File: src/rtl/prio_evt_pkg.sv
// Shared types and event codes for the priority event capture block.
package prio_evt_pkg;

  typedef enum logic {
    IDLE = 1'b0,
    PEND = 1'b1
  } state_t;

  localparam logic [1:0] CODE_A = 2'd2;
  localparam logic [1:0] CODE_B = 2'd1;
  localparam logic [1:0] CODE_C = 2'd0;

endpackage

File: src/rtl/evt_sync.sv
// One-bit synchronizer with rising-edge event output.
// Build macro PRIO_EVT_DEBOUNCE_EN adds a stable-high debounce counter ahead of the event.
module evt_sync #(
  parameter int SYNC_STAGES = 2,
  parameter int DB_CYCLES   = 4
) (
  input  logic clk,
  input  logic rst_n,
  input  logic i_async,
  output logic o_evt
);

  if (SYNC_STAGES < 2 || SYNC_STAGES > 4 || DB_CYCLES < 1 || DB_CYCLES > 255) begin : g_bad_cfg
    $error("evt_sync: SYNC_STAGES or DB_CYCLES out of range");
  end

  logic [SYNC_STAGES-1:0] r_sync;
  logic                   w_lvl;

  always_ff @(posedge clk or negedge rst_n) begin
    if (!rst_n) r_sync <= '0;
    else        r_sync <= {r_sync[SYNC_STAGES-2:0], i_async};
  end

  assign w_lvl = r_sync[SYNC_STAGES-1];

`ifdef PRIO_EVT_DEBOUNCE_EN
  localparam int CW = $clog2(DB_CYCLES + 1);
  localparam logic [CW-1:0] DB_MAX = CW'(DB_CYCLES);
  localparam logic [CW-1:0] DB_M1  = CW'(DB_CYCLES - 1);

  logic [CW-1:0] r_cnt;
  logic          r_evt;

  // Counter saturates at DB_MAX so the event fires once per high period.
  always_ff @(posedge clk or negedge rst_n) begin
    if (!rst_n) begin
      r_cnt <= '0;
      r_evt <= 1'b0;
    end else begin
      r_evt <= w_lvl && (r_cnt == DB_M1);
      if (!w_lvl)               r_cnt <= '0;
      else if (r_cnt != DB_MAX) r_cnt <= r_cnt + 1'b1;
    end
  end

  assign o_evt = r_evt;
`else
  logic r_prev;

  // History resets low, so a level held high through reset yields one event.
  always_ff @(posedge clk or negedge rst_n) begin
    if (!rst_n) r_prev <= 1'b0;
    else        r_prev <= w_lvl;
  end

  assign o_evt = w_lvl & ~r_prev;
`endif

endmodule

File: src/rtl/prio_evt_capture.sv
// Prioritised capture of three async events (a > b > c) plus a data path, into one q/q_vld output.
// Build macro PRIO_EVT_DEBOUNCE_EN enables input debounce in evt_sync.
module prio_evt_capture
  import prio_evt_pkg::*;
#(
  parameter int SYNC_STAGES = 2,
  parameter int DB_CYCLES   = 4
) (
  input  logic       clk,
  input  logic       rst_n,
  input  logic       set_a,
  input  logic       set_b,
  input  logic       set_c,
  input  logic [1:0] d,
  input  logic       d_vld,
  output logic       d_rdy,
  output logic [1:0] q,
  output logic       q_vld,
  input  logic       q_rdy,
  output logic       busy
);

  // Bit 2 = a, bit 1 = b, bit 0 = c.
  logic [2:0] w_evt;
  logic [2:0] w_req;
  logic [2:0] r_pend;
  logic [2:0] w_pend_nxt;
  logic [1:0] r_q;
  logic [1:0] w_q_nxt;
  logic       w_d_rdy;
  state_t     r_state;
  state_t     w_state_nxt;

  evt_sync #(.SYNC_STAGES(SYNC_STAGES), .DB_CYCLES(DB_CYCLES)) u_sync_a (
    .clk(clk), .rst_n(rst_n), .i_async(set_a), .o_evt(w_evt[2])
  );
  evt_sync #(.SYNC_STAGES(SYNC_STAGES), .DB_CYCLES(DB_CYCLES)) u_sync_b (
    .clk(clk), .rst_n(rst_n), .i_async(set_b), .o_evt(w_evt[1])
  );
  evt_sync #(.SYNC_STAGES(SYNC_STAGES), .DB_CYCLES(DB_CYCLES)) u_sync_c (
    .clk(clk), .rst_n(rst_n), .i_async(set_c), .o_evt(w_evt[0])
  );

  assign w_req = w_evt | r_pend;

  always_ff @(posedge clk or negedge rst_n) begin
    if (!rst_n) begin
      r_state <= IDLE;
      r_q     <= 2'd0;
      r_pend  <= 3'b000;
    end else begin
      r_state <= w_state_nxt;
      r_q     <= w_q_nxt;
      r_pend  <= w_pend_nxt;
    end
  end

  always_comb begin
    w_state_nxt = r_state;
    w_q_nxt     = r_q;
    w_pend_nxt  = r_pend;
    w_d_rdy     = 1'b0;
    case (r_state)
      IDLE: begin
        // Losing simultaneous sources stay in r_pend for later service.
        if (w_req[2]) begin
          w_q_nxt     = CODE_A;
          w_pend_nxt  = w_req & 3'b011;
          w_state_nxt = PEND;
        end else if (w_req[1]) begin
          w_q_nxt     = CODE_B;
          w_pend_nxt  = w_req & 3'b001;
          w_state_nxt = PEND;
        end else if (w_req[0]) begin
          w_q_nxt     = CODE_C;
          w_pend_nxt  = 3'b000;
          w_state_nxt = PEND;
        end else begin
          w_d_rdy = 1'b1;
          if (d_vld) begin
            w_q_nxt     = d;
            w_state_nxt = PEND;
          end
        end
      end
      PEND: begin
        w_pend_nxt = r_pend | w_evt;
        if (q_rdy) w_state_nxt = IDLE;
      end
      default: w_state_nxt = IDLE;
    endcase
  end

  assign d_rdy = w_d_rdy;
  assign q     = r_q;
  assign q_vld = (r_state == PEND);
  assign busy  = (r_state == PEND) || (|r_pend);

endmodule

File: config.mk
export PLATFORM = sky130hd
export DESIGN_NAME = prio_evt_capture
export DESIGN_NICKNAME = d
export VERILOG_FILES = /design/src/rtl/prio_evt_pkg.sv /design/src/rtl/evt_sync.sv /design/src/rtl/prio_evt_capture.sv
export SDC_FILE = /design/constraint.sdc
export NUM_CORES = 1
export LEC_CHECK = 0
export BUFFER_PORTS_ARGS = -buffer_cell sky130_fd_sc_hd__buf_2
export CAP_MARGIN = 30
export CORE_AREA = 2 2 39 41
export DETAILED_ROUTE_END_ITERATION = 6
export DIE_AREA = 0 0 41 43
export SETUP_SLACK_MARGIN = 0.2
export SLEW_MARGIN = 20
export SYNTH_ARGS = -nofsm -noshare
export SYNTH_HDL_FRONTEND = slang
export SYNTH_SLANG_ARGS = --single-unit
File: constraint.sdc
create_clock -name clk -period 3.6 [get_ports clk]
set_clock_uncertainty 0.05 [all_clocks]
set_input_delay 0 -clock clk [delete_from_list [all_inputs] [get_ports clk]]
set_output_delay 0 -clock clk [all_outputs]
set_load 0.05 [all_outputs]
Yosys cells after proc, flatten, opt, wreduce, memory -nomap -nowiden
Cells that the tools add are included. Widths: inputs -> output; s select.

Bits of input ports: 9. Register bits after elaboration: 15. Logic and storage cells: 40. Output and inout bits: 5.

Muxes and demuxes: 18. Bitwise gates (word level): 8. Eq/ne operators: 1. Reduce and logical (&&, ||, !) cells: 4.

Operators by type and width (number): $mux 1 (9); $mux 3 (3); $mux 2 (4); $pmux 3 s2 (1); $ne 4x4->1 const B (1); $not 1->1 (4); $reduce_bool 4->1 (1); $and 1x1->1 (3); $or 3x3->3 (1); $reduce_or 3->1 (1); $pmux 1 s2 (1); $reduce_and 2->1 (1); $logic_or 1x1->1 (1).

Longest topological paths before layout
Gate-level depths: netlist of the first run.

Depth after elaboration: 7. Gate-level depth with buffers: 4. Gate-level depth less buffers: 4.

Hierarchy
From an unflattened synthesis of the first run, not the netlist that was laid out.

Cells, all modules: 40. Area total of the unflattened synthesis: 546.8 µm².

Modules (own cells, without submodules): prio_evt_capture (cells an instance 28, times used 1, area an instance 280.3 µm²); evt_sync (cells an instance 4, times used 3, area an instance 88.8 µm²).

Worst setup path before layout of the first run
No wires, ideal clock.

Path kind: reg2out. Start point: reg r_state, in the netlist q_vld. End point: out d_rdy. Arrival time: 1.514 ns. Path slack: 2.036 ns. Path buffers: 0. Cell stages (with the launch flop): 3. Cell sequence: dfrtp_1 -> nor3_1 -> and2_1.

Cells in the longest elaborated chain, start to end: 1.

RTL lines: start, declared (line prio_evt_capture.sv:31) `state_t r_state;`; start signal, assigned (line prio_evt_capture.sv:52) `r_state <= w_state_nxt;`; $mux 1 (line prio_evt_capture.sv:63) `case (r_state)`; end, declared (line prio_evt_capture.sv:16) `output logic d_rdy,`.

No other way between the ends.

Worst setup path in the final report of the first run
Start point: reg u_sync_a.r_sync[1]. End point: reg r_q[0], in the netlist q[0].

Cells in the longest elaborated chain, start to end: 4. Elaborated cells on any way between the ends: 5.

RTL lines: start, declared (line evt_sync.sv:17) `logic [SYNC_STAGES-1:0] r_sync;`; start signal, assigned (line evt_sync.sv:22) `else r_sync <= {r_sync[SYNC_STAGES-2:0], i_async};`; $and 1x1->1 * (line evt_sync.sv:57) `assign o_evt = w_lvl & ~r_prev;`; $or 3x3->3 * (line prio_evt_capture.sv:44) `assign w_req = w_evt | r_pend;`; $reduce_bool 4->1 (no line); $reduce_and 2->1 (no line); end signal, assigned (line prio_evt_capture.sv:53) `r_q <= w_q_nxt;`; end, declared (line prio_evt_capture.sv:28) `logic [1:0] r_q;`.

Every way passes the cells marked *; elsewhere a longest branch is shown, timed or not. A chain may end at the register's enable or synchronous reset.

==> flow_summary_export.csv, run 1 <==
group,metric,value,unit
outcome,status,"complete, no violations",
timing,final-setup-viol-count,0,
placement,routabilityCongestion,0.660,
drt,drc,0,
cts,root_buffer,"clkbuf_4",
yosys,yosys_most_used_dff,"dfrtp_1",
global_routing,grt_use_met1,0.166,
global_routing,grt-ovfl-total,0,
cts,ctsResizeCount,0,
global_routing,first_global_vias,377,
timing,fin_setup_tns,0,ns
timing,finalHoldViolations,0,
pwr,power.density,494,mW/mm^2
floorplanning,fp.dieH,43,um
floorplanning,die-area,0.00176,mm^2
yosys,yosysWarnings,0,
timing,maxSlewViolCount,0,
cts,cts_tree,"yes",
floorplanning,fp.dieW,41,um
finish,final_cell_area,726,um^2
drt,wire_per_inst,11.3,um
floorplanning,ios,14,
cts,clock-sinks,15,
critical_path,end_kind,"flip-flop",
finish,syn_to_final_growth,33.3,%
timing,fin_hold_ws,0.0396,ns
cts,clock_path_buffers,2,
global_routing,grt_pass1_wl,1.50,mm
drt,via_count,380,
yosys,syn_area,544,um^2
finish,fin_nets,74,
timing,clock.fmax,0.560,GHz
cts,cts_buffers,3,
drt,vias_per_cell,4.75,
yosys,synth_common_cells,"15 x dfrtp_1, 4 x a21oi_1",
pwr,max-vdd-ir-drop,0.284,mV
yosys,ys_async_sr_fraction,1.00,
floorplanning,num_rows,14,
cts,clk_latency,0.27,ns
worst_hold_path,hold_path.class,"input pin to flip-flop",
drt,wl,904,um
yosys,synth.yosys.seq_area_share,0.690,
timing,rsz0062_at_grt,"false",
yosys,yosysTopAreaCell,"dfrtp_1",
critical_path,crit_arrival,1.95,ns
yosys,syn_nets,49,
pwr,p_leak,0.000328,uW
yosys,synth_cells,40,
yosys,synth_area_leaders,"dfrtp_1 69%, a2111oi_4 5.1%, a21oi_1 3.7%",
global_routing,global_route.usage.met3,0.0471,
yosys,syn_area_per_cell,13.6,um^2
placement,dp_hpwl,655,um
placement,port_buffers,13,
global_routing,grt_antenna_before_repair,0,
cts,cts_setup_buffers,0,
yosys,ys_ff_latch,15,
placement,placed_area,629,um^2
timing,worst_pin_slew,0.444,ns
finish,diodes,0,
critical_path,cp_data_required_time,3.76,ns
drt,drt_iter0_drc,2,
global_routing,grt_max_degree,16,
floorplanning,start_util,0.393,
cts,ctsHtreeMaxLevel,1,
critical_path,worstPathMaxFanout,5,
yosys,synth_edf_count,0,
pwr,p_total,358,uW
timing,timing.final.crit_share,0.496,
yosys,synth_top_area_share,0.690,
placement,place_inst,69,
floorplanning,core_area,0.00138,mm^2
timing,period_minus_slack,1.79,ns
global_routing,gr-usage-met2,0.191,
yosys,ys_types,19,
global_routing,track_usage,0.127,
critical_path,worstSetupStartpointType,"flip-flop",
drt,antenna_left,0,
finish,fin_cells,80,
finish,drive_gt1_frac,0.297,
global_routing,grt_busiest_layer,"met2",
run,max_cap_violations,0,
timing,slew_headroom,0.702,
drt,firstDrtPassIters,2,
critical_path,worst-setup-path-type,"flip-flop to flip-flop",
cts,clk_pin_slew,0.08,ns
yosys,yosysMostFrequentCell,"dfrtp_1",
-- sequential cells by signal (all words and copies together), names as in the netlist --
signal           cells
u_sync_a.r_sync      2
u_sync_c.r_prev      1
r_pend               3
u_sync_b.r_prev      1
q                    2
u_sync_a.r_prev      1
q_vld                1
u_sync_b.r_sync      2
u_sync_c.r_sync      2
-- path summary, 6_finish.rpt --
| check | start | endpoint | slack (ns) | depth (start not counted) |
|---|---|---|---|---|
| worst max-delay path | u_sync_a.r_sync[1]$_DFF_PN0_ | q[0]$_DFFE_PN0P_ | 1.81 | 5 |
| worst min-delay path | d[1] | q[1]$_DFFE_PN0P_ | 0.04 | 3 |
| worst max register to register | u_sync_a.r_sync[1]$_DFF_PN0_ | q[0]$_DFFE_PN0P_ | 1.81 | 5 |
| worst min register to register | u_sync_c.r_sync[0]$_DFF_PN0_ | u_sync_c.r_sync[1]$_DFF_PN0_ | 0.30 | 0 |
| max in group asynchronous | rst_n | q[1]$_DFFE_PN0P_ | 3.16 | 2 |
| min in group asynchronous | rst_n | u_sync_b.r_sync[0]$_DFF_PN0_ | 0.09 | 2 |
-- metrics by stage --
stage / setup WS (ns) / util
3_5_place_dp: 2.18 / 0.455
5_1_grt: 1.69 / 0.524
6_report: 1.81 / 0.524
3_3_place_gp: 2.19 / 0.455
2_1_floorplan: 2.04 / -
4_1_cts: 1.80 / 0.524
-- logic make-up after synthesis --
family	after synthesis	share of synthesized area
DFF	15	0.690
and+or+nand+nor	14	0.161
buffers and inverters	3	0.0207
AOI/OAI and AO/OA	8	0.129
-- critical path: stages (launching register included) --
cell and delay (ns):
dfrtp_1 0.38, nor2b_1 0.16, nor3_1 0.36, nand4_1 0.14, dlygate4sd3_1 0.57, nand4_1 0.07
-- repair_timing --
item | in CTS | in global routing
endpoints found under the hold margin | 20 | 0
hold buffers | 7 | 0
setup endpoints to repair | 0 | 0
-- layout by cell type (no fill, tap or decap), types with 2 or more instances in the layout --
master,Yosys,routed
nor2_1,2,2
nor3_1,2,2
dfrtp_1,15,15
a21oi_1,4,4
nand4_1,2,2
clkbuf_4,0,3
dlygate4sd3_1,0,7
buf_2,0,13
inv_1,2,2
-- final cells by class --
class | instances | area, um^2
Timing Repair Buffer | 20 | 135
Inverter | 3 | 11.3
Fill cell | 127 | 658
Clock buffer | 4 | 26.3
Multi-Input combinational cell | 22 | 158
Sequential cell | 15 | 375
Tap cell | 16 | 20.0
-- where the power goes --
part           internal, uW  switching (uW)  leakage [uW]
clock network          42.9            49.0     0.0000150
registers               185            14.3      0.000174
logic                  23.7            43.5      0.000139
-- routing by layer --
layer,wire [um],vias to the layer above
li1,-,190
met1,437,178
met2,417,12
met3,48,0
met4,0,0
met5,0,-
No activity file was read; power rests on OpenSTA's default activity.
==> run 2, diff against run 1 <==
--- a/config.mk
+++ b/config.mk
@@ -5,11 +5,13 @@
 export SDC_FILE = /design/constraint.sdc
 export NUM_CORES = 1
 export LEC_CHECK = 0
+export ABC_AREA = 1
 export BUFFER_PORTS_ARGS = -buffer_cell sky130_fd_sc_hd__buf_2
 export CAP_MARGIN = 30
-export CORE_AREA = 2 2 39 41
+export CORE_MARGIN = 2
+export CORE_UTILIZATION = 43
 export DETAILED_ROUTE_END_ITERATION = 6
-export DIE_AREA = 0 0 41 43
+export PLACE_DENSITY = 0.69
 export SETUP_SLACK_MARGIN = 0.2
 export SLEW_MARGIN = 20
 export SYNTH_ARGS = -nofsm -noshare
==> constraint.sdc (replaced) <==
create_clock -name clk -period 1.5 [get_ports clk]
set_clock_uncertainty 0.05 [all_clocks]
set_input_delay 0 -clock clk [delete_from_list [all_inputs] [get_ports clk]]
set_output_delay 0 -clock clk [all_outputs]
set_load 0.05 [all_outputs]
==> flow_summary_export.csv, run 2 <==
group,metric,value,unit
outcome,status,"complete, no violations",
yosys,ys_async_sr_fraction,1.00,
cts,root_buffer,"clkbuf_4",
global_routing,first_global_vias,369,
timing,clock.fmax,0.775,GHz
critical_path,r2r-end,"q_vld$_DFF_PN0_",
cts,clk_pin_slew,0.09,ns
yosys,synth_edf_count,0,
cts,cts_tree,"yes",
cts,clk_latency,0.28,ns
yosys,synth_area_leaders,"dfrtp_1 67%, nand2_2 7.8%, inv_1 6.0%",
cts,ctsHtreeMaxLevel,1,
placement,port_buffers,13,
critical_path,crit_arrival,1.24,ns
critical_path,rrSetupSlack,0.27,ns
worst_hold_path,holdPathEnd,"q[0]$_DFFE_PN0P_",
timing,period_minus_slack,1.29,ns
yosys,synth_top_area_share,0.665,
timing,maxSlewViolCount,0,
finish,layout_commonest_cell,"dfrtp_1",
yosys,yosysWarnings,0,
floorplanning,die-area,0.00162,mm^2
global_routing,grt-ovfl-total,0,
yosys,syn_area_per_cell,10.6,um^2
critical_path,cp_data_required_time,1.45,ns
yosys,synth_cells,53,
yosys,ys_ff_latch,15,
drt,wl,971,um
critical_path,end_kind,"primary output",
drt,wire_per_inst,10.4,um
finish,largest_reg_flops,3,
timing,final-setup-viol-count,0,
pwr,max-vdd-ir-drop,1.27,mV
timing,timing.final.crit_share,0.860,
timing,worst_pin_slew,0.323,ns
critical_path,worst-setup-path-type,"flip-flop to primary output",
drt,drt_iter0_drc,8,
finish,regMostFlops,"r_pend",
drt,antenna_left,0,
finish,diodes,0,
global_routing,grt_pass1_wl,1.53,mm
timing,rsz0062_at_grt,"true",
finish,syn_to_final_growth,38.1,%
cts,clock_path_buffers,2,
floorplanning,start_util,0.445,
critical_path,worstPathMaxFanout,3,
global_routing,track_usage,0.152,
finish,most-common-layout-cells,"14 x dfrtp_1, 12 x buf_2, 8 x nand2_1",
pwr,p_leak,0.000408,uW
timing,slew_headroom,0.785,
worst_hold_path,hold_start,"d_vld",
yosys,synth.yosys.seq_area_share,0.665,
critical_path,worstSetupStartpointType,"flip-flop",
drt,firstDrtPassIters,4,
worst_hold_path,hold_path_depth,5,
global_routing,grt_max_degree,16,
finish,fin_nets,88,
yosys,syn_area,564,um^2
drt,vias_per_cell,4.52,
floorplanning,ios,14,
timing,finalHoldViolations,0,
placement,dp_hpwl,681,um
run,max_cap_violations,0,
placement,place_inst,81,
floorplanning,fp.dieH,40.2,um
drt,drc,0,
yosys,ys_types,14,
cts,clock-sinks,15,
yosys,yosys_most_used_dff,"dfrtp_1",
finish,drive_gt1_frac,0.449,
pwr,p_total,1390,uW
yosys,yosysMostFrequentCell,"dfrtp_1",
placement,routabilityCongestion,0.702,
cts,cts_buffers,3,
drt,via_count,420,
finish,fin_cells,93,
timing,fin_setup_tns,0,ns
critical_path,r2r_start,"u_sync_a.r_sync[1]$_DFF_PN0_",
yosys,yosysTopAreaCell,"dfrtp_1",
floorplanning,num_rows,13,
pwr,power.density,1790,mW/mm^2
floorplanning,core_area,0.00127,mm^2
floorplanning,fp.dieW,40.2,um
yosys,synth_common_cells,"15 x dfrtp_1, 9 x inv_1, 9 x nand2_1",
global_routing,grt_antenna_before_repair,0,
yosys,syn_nets,62,
worst_hold_path,hold_path.class,"input pin to flip-flop",
critical_path,reg2reg_depth,8,
run 2: critical path: stages (launching register included):
cell	delay, ns
dfrtp_1	0.39
nand2_1	0.08
nand2_2	0.06
inv_2	0.08
nand2_4	0.06
nor3_4	0.12
buf_6	0.18
run 2: through the flow:
step	utilization	setup WS, ns	area (um^2)	hold WS, ns
global route	0.614	0.137	779	0.0426
CTS	0.605	0.200	767	0.0199
detailed placement	0.521	0.275	661	-0.131
finish	0.614	0.210	779	0.0101
global placement	0.521	0.304	661	-0.140
floorplan	-	0.224	577	-0.346
run 2: worst max-delay path by stage:
stage / startpoint / end / slack (ns)
3_5_place_dp: u_sync_a.r_sync[1]$_DFF_PN0_ / d_rdy / 0.28
6_report: u_sync_a.r_sync[1]$_DFF_PN0_ / d_rdy / 0.21
4_1_cts: u_sync_a.r_sync[1]$_DFF_PN0_ / d_rdy / 0.20
5_1_grt: u_sync_a.r_sync[1]$_DFF_PN0_ / d_rdy / 0.14
3_3_place_gp: u_sync_a.r_sync[1]$_DFF_PN0_ / d_rdy / 0.30
2_1_floorplan: q_vld$_DFF_PN0_ / d_rdy / 0.22
run 2: timing repair:
item | in CTS | in global routing
setup buffers | 2 | 1
hold endpoints to repair | 19 | 0
hold buffers | 5 | 0
pin swaps | 2 | 2
setup endpoints to repair | 1 | 1
resized for setup | 5 | 1
run 2: cells by family (layout without fill, tap and decap cells):
group,Yosys count,count (layout),share of synthesized area
flip-flops,15,15,0.665
AO/OA/AOI/OAI,3,3,0.0355
AND/OR/NAND/NOR,25,25,0.233
buffers and inverters,10,35,0.0665
run 2: cell type report:
cell class / count / area (um^2)
inverter: 10 / 37.5
timing repair buffer: 21 / 144
tap: 15 / 18.8
multi-input combinational: 28 / 175
fill: 109 / 489
clock inverter: 1 / 5.00
sequential: 15 / 377
clock buffer: 3 / 22.5
run 2: per-layer routing:
layer	share of wire	track usage	routed length (um)	up-vias
met5	0	0	0	-
met4	0.0072	0.0750	7	0
met3	0.062	0.0556	60	2
met2	0.51	0.238	493	13
met1	0.42	0.185	410	195
li1	-	-	-	210
run 2: report_power, final:
part	leakage [uW]	internal [uW]	switching, uW
Clock	0.0000177	99.0	128
Combinational	0.000214	198	436
Sequential	0.000176	494	38.0
==> run 3, diff against run 2 <==
--- a/config.mk
+++ b/config.mk
@@ -9,9 +9,8 @@
 export BUFFER_PORTS_ARGS = -buffer_cell sky130_fd_sc_hd__buf_2
 export CAP_MARGIN = 30
 export CORE_MARGIN = 2
-export CORE_UTILIZATION = 43
+export CORE_UTILIZATION = 34
 export DETAILED_ROUTE_END_ITERATION = 6
-export PLACE_DENSITY = 0.69
 export SETUP_SLACK_MARGIN = 0.2
 export SLEW_MARGIN = 20
 export SYNTH_ARGS = -nofsm -noshare
==> flow_summary_export.csv, run 3 (same netlist as run 2, synthesis figures left out) <==
group,metric,value,unit
outcome,status,"complete, no violations",
global_routing,grt-ovfl-total,0,
global_routing,first_global_vias,446,
critical_path,worstPathMaxFanout,3,
pwr,max-vdd-ir-drop,0.847,mV
critical_path,cp_data_required_time,1.45,ns
placement,dp_hpwl,678,um
timing,final-setup-viol-count,0,
global_routing,grt_pass1_wl,1.77,mm
timing,period_minus_slack,1.28,ns
cts,cts_tree,"yes",
worst_hold_path,hold_path.class,"input pin to flip-flop",
timing,timing.final.crit_share,0.856,
finish,layout_commonest_cell,"dfrtp_1",
pwr,p_total,1420,uW
global_routing,track_usage,0.127,
cts,clock-sinks,15,
timing,clock.fmax,0.779,GHz
placement,routabilityCongestion,0.787,
floorplanning,die-area,0.00200,mm^2
floorplanning,core_area,0.00152,mm^2
finish,regMostFlops,"r_pend",
global_routing,grt_antenna_before_repair,0,
cts,cts_buffers,3,
pwr,p_leak,0.000412,uW
critical_path,worst-setup-path-type,"flip-flop to primary output",
timing,fin_setup_tns,0,ns
cts,root_buffer,"clkbuf_4",
timing,worst_pin_slew,0.338,ns
drt,antenna_left,0,
cts,clk_pin_slew,0.10,ns
drt,drc,0,
drt,vias_per_cell,4.39,
floorplanning,start_util,0.370,
timing,rsz0062_at_grt,"true",
critical_path,worstSetupStartpointType,"flip-flop",
global_routing,grt_max_degree,16,
timing,slew_headroom,0.775,
drt,drt_iter0_drc,3,
finish,fin_nets,90,
floorplanning,fp.dieW,44.7,um
cts,clk_latency,0.28,ns
critical_path,crit_arrival,1.23,ns
floorplanning,ios,14,
timing,finalHoldViolations,0,
drt,firstDrtPassIters,4,
cts,clock_path_buffers,2,
cts,ctsHtreeMaxLevel,1,
run,max_cap_violations,0,
finish,drive_gt1_frac,0.450,
timing,maxSlewViolCount,0,
floorplanning,num_rows,14,
finish,diodes,0,
finish,largest_reg_flops,3,
finish,most-common-layout-cells,"14 x dfrtp_1, 12 x buf_2, 8 x nand2_1",
finish,syn_to_final_growth,41.9,%
drt,via_count,421,
drt,wire_per_inst,10.4,um
pwr,power.density,1770,mW/mm^2
floorplanning,fp.dieH,44.7,um
critical_path,end_kind,"primary output",
placement,port_buffers,13,
drt,wl,999,um
[run 3: cell type report]
cell class / instances / area [um^2]
clock buffer: 3 / 22.5
fill: 141 / 723
inverter: 10 / 37.5
clock inverter: 1 / 7.51
tap: 16 / 20.0
sequential: 15 / 377
timing repair buffer: 23 / 161
multi-input combinational: 28 / 175
[run 3: routing by layer]
layer	part of all wire	GRT usage
met1	0.47	0.147
met2	0.45	0.203
met3	0.072	0.0320
met4	0.0040	0.0909
met5	0	0
[run 3: what timing repair did]
| item | in CTS | in global routing |
|---|---|---|
| resized for setup | 6 | 0 |
| setup buffers | 2 | 2 |
| endpoints found under the setup margin | 1 | 1 |
| hold buffers | 6 | 0 |
| pin swaps | 3 | 1 |
| hold endpoints to repair | 20 | 0 |
[run 3: report_power, final]
part	internal, uW	leakage, uW	switching (uW)	total [uW]
logic	212	0.000223	439	651
registers	494	0.000176	35.7	530
clock network	101	0.0000139	136	237
[run 3: worst paths after layout]
kind	endpoint	start	depth (start not counted)	slack, ns
min	q[0]$_DFFE_PN0P_	d[0]	5	0.04
min reg2reg	u_sync_b.r_sync[1]$_DFF_PN0_	u_sync_b.r_sync[0]$_DFF_PN0_	0	0.31
min in group asynchronous	u_sync_b.r_prev$_DFF_PN0_	rst_n	2	0.10
max in group asynchronous	q_vld$_DFF_PN0_	rst_n	2	1.03
max	d_rdy	u_sync_a.r_sync[1]$_DFF_PN0_	6	0.22
max reg2reg	q[0]$_DFFE_PN0P_	u_sync_a.r_prev$_DFF_PN0_	8	0.36
[run 3: through the flow]
stage | utilization | std cells | setup WS, ns | area, um^2 | hold slack (ns)
after detailed placement | 0.434 | 82 | 0.287 | 662 | -0.124
after global placement | 0.434 | 82 | 0.306 | 662 | -0.135
after CTS | 0.516 | 94 | 0.160 | 786 | 0.0236
final | 0.525 | 96 | 0.216 | 801 | 0.0380
after floorplan | - | 53 | 0.224 | 577 | -0.346
after global routing | 0.525 | 96 | 0.112 | 801 | 0.0627
[run 3: worst max-delay path, cell delays in order (launching register included)]
cell     delay, ns
dfrtp_1       0.39
nand2_1       0.07
nand2_2       0.07
inv_2         0.08
nand2_4       0.05
nor3_4        0.11
buf_6         0.17
